==> src/rtl/rv_lsu_handshake.sv <==
// Multi-cycle load/store unit: classifies core requests, drives a req/gnt/rvalid data bus
// with lane-shifted strobes and data, and returns extended load data or an error cause.
module rv_lsu_handshake #(
    parameter int unsigned XLEN           = 32,
    parameter int unsigned ADDR_W         = 32,
    parameter int unsigned TIMEOUT_CYCLES = 255
) (
    input  logic                clk,
    input  logic                rst_n,
    input  logic                req_valid,
    output logic                req_ready,
    input  logic                req_we,
    input  logic [2:0]          req_funct3,
    input  logic [ADDR_W-1:0]   req_addr,
    input  logic [XLEN-1:0]     req_wdata,
    output logic                rsp_valid,
    output logic [XLEN-1:0]     rsp_rdata,
    output logic [1:0]          rsp_cause,
    output logic                bus_req,
    output logic                bus_we,
    output logic [ADDR_W-1:0]   bus_addr,
    output logic [XLEN-1:0]     bus_wdata,
    output logic [XLEN/8-1:0]   bus_strobe,
    input  logic                bus_gnt,
    input  logic                bus_rvalid,
    input  logic [XLEN-1:0]     bus_rdata
);

    localparam int unsigned NB    = XLEN / 8;
    localparam int unsigned OFF_W = $clog2(NB);

    localparam logic [1:0] IDLE   = 2'd0;
    localparam logic [1:0] REQ    = 2'd1;
    localparam logic [1:0] WAIT_R = 2'd2;
    localparam logic [1:0] RESP   = 2'd3;

    localparam logic [1:0] CAUSE_OK       = 2'b00;
    localparam logic [1:0] CAUSE_MISALIGN = 2'b01;
    localparam logic [1:0] CAUSE_ILLEGAL  = 2'b10;
    localparam logic [1:0] CAUSE_TIMEOUT  = 2'b11;

    localparam logic [15:0] CNT_LAST = 16'(TIMEOUT_CYCLES - 1);

    logic [1:0]        state_q, state_d;
    logic [15:0]       cnt_q, cnt_d;
    logic [2:0]        funct3_q, funct3_d;
    logic [OFF_W-1:0]  off_q, off_d;
    logic              req_ready_q, rsp_valid_q;
    logic [XLEN-1:0]   rsp_rdata_q, rsp_rdata_d;
    logic [1:0]        rsp_cause_q, rsp_cause_d;
    logic              bus_req_q, bus_req_d, bus_we_q, bus_we_d;
    logic [ADDR_W-1:0] bus_addr_q, bus_addr_d;
    logic [XLEN-1:0]   bus_wdata_q, bus_wdata_d;
    logic [NB-1:0]     bus_strobe_q, bus_strobe_d;

    logic [OFF_W-1:0]  req_off;
    logic              illegal, misaligned, expire;
    logic [NB-1:0]     strobe_new;
    logic [XLEN-1:0]   wdata_new, lane, load_data;

    assign req_off = req_addr[OFF_W-1:0];
    assign expire  = (cnt_q == CNT_LAST);

    always_comb begin
        if (req_we) begin
            illegal = req_funct3[2] || (XLEN == 32 && req_funct3 == 3'b011);
        end else begin
            illegal = (req_funct3 == 3'b111) ||
                      (XLEN == 32 && (req_funct3 == 3'b011 || req_funct3 == 3'b110));
        end
        unique case (req_funct3[1:0])
            2'b00:   misaligned = 1'b0;
            2'b01:   misaligned = req_addr[0];
            2'b10:   misaligned = |req_addr[1:0];
            default: misaligned = |req_addr[2:0];
        endcase
    end

    // Store data is replicated into every lane so the strobe alone selects the bytes.
    always_comb begin
        unique case (req_funct3[1:0])
            2'b00: begin
                strobe_new = NB'(1) << req_off;
                wdata_new  = {NB{req_wdata[7:0]}};
            end
            2'b01: begin
                strobe_new = NB'(3) << req_off;
                wdata_new  = {(NB/2){req_wdata[15:0]}};
            end
            2'b10: begin
                strobe_new = NB'(15) << req_off;
                wdata_new  = {(NB/4){req_wdata[31:0]}};
            end
            default: begin
                strobe_new = '1;
                wdata_new  = req_wdata;
            end
        endcase
    end

    always_comb begin
        lane = bus_rdata >> {off_q, 3'b000};
        case (funct3_q)
            3'b000:  load_data = XLEN'($signed(lane[7:0]));
            3'b001:  load_data = XLEN'($signed(lane[15:0]));
            3'b010:  load_data = XLEN'($signed(lane[31:0]));
            3'b100:  load_data = XLEN'(lane[7:0]);
            3'b101:  load_data = XLEN'(lane[15:0]);
            3'b110:  load_data = XLEN'(lane[31:0]);
            default: load_data = lane;
        endcase
    end

    always_comb begin
        state_d      = state_q;
        cnt_d        = cnt_q;
        funct3_d     = funct3_q;
        off_d        = off_q;
        rsp_rdata_d  = rsp_rdata_q;
        rsp_cause_d  = rsp_cause_q;
        bus_req_d    = bus_req_q;
        bus_we_d     = bus_we_q;
        bus_addr_d   = bus_addr_q;
        bus_wdata_d  = bus_wdata_q;
        bus_strobe_d = bus_strobe_q;
        case (state_q)
            IDLE: begin
                if (req_valid) begin
                    funct3_d = req_funct3;
                    off_d    = req_off;
                    cnt_d    = '0;
                    if (illegal || misaligned) begin
                        state_d     = RESP;
                        rsp_cause_d = illegal ? CAUSE_ILLEGAL : CAUSE_MISALIGN;
                        rsp_rdata_d = '0;
                    end else begin
                        state_d      = REQ;
                        bus_req_d    = 1'b1;
                        bus_we_d     = req_we;
                        bus_addr_d   = {req_addr[ADDR_W-1:OFF_W], {OFF_W{1'b0}}};
                        bus_wdata_d  = req_we ? wdata_new : '0;
                        bus_strobe_d = req_we ? strobe_new : '0;
                    end
                end
            end
            REQ: begin
                cnt_d = cnt_q + 16'd1;
                // Completion beats expiry in the same cycle.
                if (bus_gnt && (bus_we_q || bus_rvalid)) begin
                    state_d     = RESP;
                    bus_req_d   = 1'b0;
                    rsp_cause_d = CAUSE_OK;
                    rsp_rdata_d = bus_we_q ? '0 : load_data;
                end else if (expire) begin
                    state_d     = RESP;
                    bus_req_d   = 1'b0;
                    rsp_cause_d = CAUSE_TIMEOUT;
                    rsp_rdata_d = '0;
                end else if (bus_gnt) begin
                    state_d   = WAIT_R;
                    bus_req_d = 1'b0;
                end
            end
            WAIT_R: begin
                cnt_d = cnt_q + 16'd1;
                if (bus_rvalid) begin
                    state_d     = RESP;
                    rsp_cause_d = CAUSE_OK;
                    rsp_rdata_d = load_data;
                end else if (expire) begin
                    state_d     = RESP;
                    rsp_cause_d = CAUSE_TIMEOUT;
                    rsp_rdata_d = '0;
                end
            end
            default: state_d = IDLE;
        endcase
    end

    always_ff @(posedge clk or negedge rst_n) begin
        if (!rst_n) begin
            state_q      <= IDLE;
            cnt_q        <= '0;
            funct3_q     <= '0;
            off_q        <= '0;
            req_ready_q  <= 1'b1;
            rsp_valid_q  <= 1'b0;
            rsp_rdata_q  <= '0;
            rsp_cause_q  <= '0;
            bus_req_q    <= 1'b0;
            bus_we_q     <= 1'b0;
            bus_addr_q   <= '0;
            bus_wdata_q  <= '0;
            bus_strobe_q <= '0;
        end else begin
            state_q      <= state_d;
            cnt_q        <= cnt_d;
            funct3_q     <= funct3_d;
            off_q        <= off_d;
            req_ready_q  <= (state_d == IDLE);
            rsp_valid_q  <= (state_d == RESP);
            rsp_rdata_q  <= rsp_rdata_d;
            rsp_cause_q  <= rsp_cause_d;
            bus_req_q    <= bus_req_d;
            bus_we_q     <= bus_we_d;
            bus_addr_q   <= bus_addr_d;
            bus_wdata_q  <= bus_wdata_d;
            bus_strobe_q <= bus_strobe_d;
        end
    end

    assign req_ready  = req_ready_q;
    assign rsp_valid  = rsp_valid_q;
    assign rsp_rdata  = rsp_rdata_q;
    assign rsp_cause  = rsp_cause_q;
    assign bus_req    = bus_req_q;
    assign bus_we     = bus_we_q;
    assign bus_addr   = bus_addr_q;
    assign bus_wdata  = bus_wdata_q;
    assign bus_strobe = bus_strobe_q;

endmodule

==> config.mk <==
export PLATFORM = sky130hd
export DESIGN_NAME = rv_lsu_handshake
export DESIGN_NICKNAME = d
export VERILOG_FILES = /design/src/rtl/rv_lsu_handshake.sv
export SDC_FILE = /design/constraint.sdc
export NUM_CORES = 1
export LEC_CHECK = 0
export ABC_AREA = 1
export BUFFER_PORTS_ARGS = -buffer_cell sky130_fd_sc_hd__clkbuf_2
export CORE_MARGIN = 4
export CORE_UTILIZATION = 30
export DETAILED_ROUTE_END_ITERATION = 16
export PLACE_DENSITY = 0.51
export SYNTH_ARGS = -nofsm -noshare
export SYNTH_HDL_FRONTEND = slang
export SYNTH_SLANG_ARGS = --single-unit
==> constraint.sdc <==
create_clock -name clk -period 5.1 [get_ports clk]
set_input_delay 0.255 -clock clk [delete_from_list [all_inputs] [get_ports clk]]
set_output_delay 0.255 -clock clk [all_outputs]
set_load 0.02 [all_outputs]
==> results.yml <==
routing:
  ant_nets: 0
  post_drt_wl_per_cell_um: 14.53
  drt_wl_total_um: 19570
  drc: 0
  avgViaCountPerCell: 4.675
  num_vias: 6297
  drt_pass1_iterations: 5
  drt_iter0_drc: 253
flow_run:
  maxCapViolations: 0
die:
  ios: 211
  fp.dieArea_um2: 24250
  rows: 53
  core-area_um2: 21220
  dieWidth_um: 155.7
  die_height_um: 155.7
  start_util: 0.3085
clocking:
  cts.repair.resized: 0
  htree_levels: 4
  tritoncts: "built"
  clock_latency_ns: 0.42
  clk_pin_slew_ns: 0.07
  cts_buffers: 17
  clockBufferDepth: 2
  cts.sinks: 127
  clockRootBuffer: "clkbuf_16"
  post_cts_buffers: 0
grt:
  grt_pass1_wl_um: 31350
  grt_usage: 0.1595
  grt_overflow: 0
  antenna_found_initial: 0
  grt_pass1_vias: 6108
  grt_max_degree: 85
finish:
  area_delta_synth_final_pct: 27.06
  final_common_cell: "nand2_1"
  antenna_cells: 0
  layout_common_cells: "nand2_1 (338), clkbuf_2 (207), dfrtp_1 (126), o21ai_0 (72), inv_1 (58)"
  drive_gt1_frac: 0.2472
  nets: 1174
  post-route-util: 0.3920
logic_synthesis:
  ys_warn_count: 0
  netlist_area_um2: 6548
  synth_cell_types: 30
  seq_area_frac_synth: 0.4856
  syn_inst: 869
  synth_area_per_cell_um2: 7.535
  synth-seq-cells: 127
worst_setup_path:
  start_kind: "flop"
  cp-end-kind: "flop"
  arrival_ns: 2.85
  critPathRequiredTime_ns: 5.37
  crit_type: "flop to flop"
  cp_max_fo: 45
sta:
  slew_headroom: 0.3374
  setup_tns_ns: 0
  setup_viol: 0
  rsz0062_at_grt: "false"
  timing.fmax_ghz: 0.3882
  hold_viol: 0
  final_max_slew_viol_count: 0
  tightest_slew_ns: 0.9939
  finClkSkew_ns: 0.008043
  finalCritPeriodShare: 0.5051
  period_minus_slack_ns: 2.576
min_path:
  hold_class: "input pin to flop"
placed_design:
  place.gp.congestion: 0.8294
  numPortBuffers: 208
  dp_hpwl_um: 14410
power_and_ir_drop:
  p_per_area_nw_per_um2: 606.2
  vdd_drop_max_mv: 0.2240
  leakagePower_nw: 4.586
outcome:
  status: "completed"
[cell families (layout without fill, tap and decap cells)]
group	count (synthesis)	in the layout	share of synthesized area
buffers and inverters	104	306	0.07319
AND/OR/NAND/NOR	484	484	0.3096
flip-flops	127	127	0.4856
adder cells (fa/ha/maj)	10	10	0.01911
multiplexers	1	1	0.001529
AO/OA/AOI/OAI	142	142	0.1105
other	1	2	0.0005727
[what timing repair did]
item                                    4_1_cts  5_1_grt
hold buffers                                  1        0
endpoints found under the setup margin        0        0
endpoints found under the hold margin        82        0
[cell usage after synthesis]
| cell | n | share of area |
|---|---|---|
| a21oi_1 | 32 | 0.024 |
| a22oi_1 | 1 | 0.0011 |
| and2_1 | 1 | 0.00096 |
| buf_2 | 16 | 0.012 |
| buf_4 | 6 | 0.0069 |
| buf_6 | 6 | 0.010 |
| clkbuf_1 | 13 | 0.0075 |
| clkbuf_2 | 1 | 0.00076 |
| conb_1 | 1 | 0.00057 |
| dfrtp_1 | 126 | 0.48 |
| dfstp_2 | 1 | 0.0040 |
| ha_1 | 10 | 0.019 |
| inv_1 | 58 | 0.033 |
| inv_2 | 4 | 0.0023 |
| mux2i_1 | 1 | 0.0015 |
| nand2_1 | 338 | 0.19 |
| nand2_2 | 3 | 0.0029 |
| nand3_1 | 41 | 0.031 |
| nand3_2 | 1 | 0.0015 |
| nand3_4 | 2 | 0.0054 |
| nand4_1 | 30 | 0.029 |
| nor2_1 | 54 | 0.031 |
| nor2_2 | 1 | 0.00096 |
| nor2_4 | 2 | 0.0034 |
| nor3_1 | 4 | 0.0031 |
| o21ai_0 | 72 | 0.055 |
| o21ai_1 | 34 | 0.026 |
| o21ba_2 | 1 | 0.0015 |
| o21bai_1 | 2 | 0.0023 |
| or2_2 | 7 | 0.0067 |
[stage by stage]
stage	power [mW]	area (um2)	setup slack [ns]	std cells	hold slack, ns
after global routing	5.445	8319	2.166	1347	0.03116
after floorplan	3.158	6551	3.469	870	-0.04059
after global placement	3.851	7719	2.434	1314	0.3798
final	5.043	8319	2.524	1347	0.03161
after CTS	5.114	8319	2.491	1347	0.009222
after detailed placement	3.864	7719	2.384	1314	0.3796
[area by class of cell]
| class | count | area [um2] |
|---|---|---|
| clock buffers | 17 | 425.4 |
| clock inverters | 15 | 165.2 |
| fillers | 2303 | 12900 |
| inverters | 62 | 232.7 |
| multi-input cells | 639 | 2893 |
| flip-flops and latches | 127 | 3179 |
| well taps | 275 | 344.1 |
| repair buffers | 212 | 1080 |
[metal layers]
layer,global-route usage,part of all wire,vias to the layer above
li1,-,-,3179
met1,0.2155,0.46,2899
met2,0.2472,0.45,194
met3,0.05049,0.077,25
met4,0.04585,0.014,0
met5,0,0,-
[worst max-delay path: stages, from the launching register on]
cell and delay, ns:
dfrtp_1 0.41, inv_1 0.10, ha_1 0.26, nand2_1 0.28, nor2_4 0.06, buf_4 0.25, inv_2 0.36, buf_4 0.51
o21ai_0 0.15
[state kept, by name, summed over array words and instances (netlist names)]
| register | cells |
|---|---|
| bus_we | 1 |
| req_ready | 1 |
| bus_strobe | 4 |
| bus_req | 1 |
| rsp_valid | 1 |
| rsp_rdata | 32 |
| cnt_q | 16 |
| state_q | 2 |
| bus_wdata | 32 |
| funct3_q | 3 |
| bus_addr | 30 |
| rsp_cause | 2 |
| off_q | 2 |
[where the power goes]
| group | internal [mW] | leakage, nW | total (mW) | switching [mW] |
|---|---|---|---|---|
| sequential | 1.39 | 1.67 | 1.71 | 0.311 |
| combinational | 0.651 | 2.63 | 2.12 | 1.47 |
| clock | 0.696 | 0.285 | 1.22 | 0.523 |
| total | 2.74 | 4.59 | 5.04 | 2.30 |
[final timing paths]
kind / from / end / slack [ns] / cells after the start
max in group asynchronous: rst_n / bus_addr[20] / 3.57 / 3
worst max-delay path: state_q[0] / bus_req / 2.52 / 8
worst max register to register: state_q[0] / bus_req / 2.52 / 8
worst min register to register: rsp_rdata[12] / rsp_rdata[12] / 0.47 / 2
worst min-delay path: req_addr[29] / bus_addr[29] / 0.03 / 3
min in group asynchronous: rst_n / bus_wdata[14] / 0.46 / 2
Power figures use the tool's default switching activity.
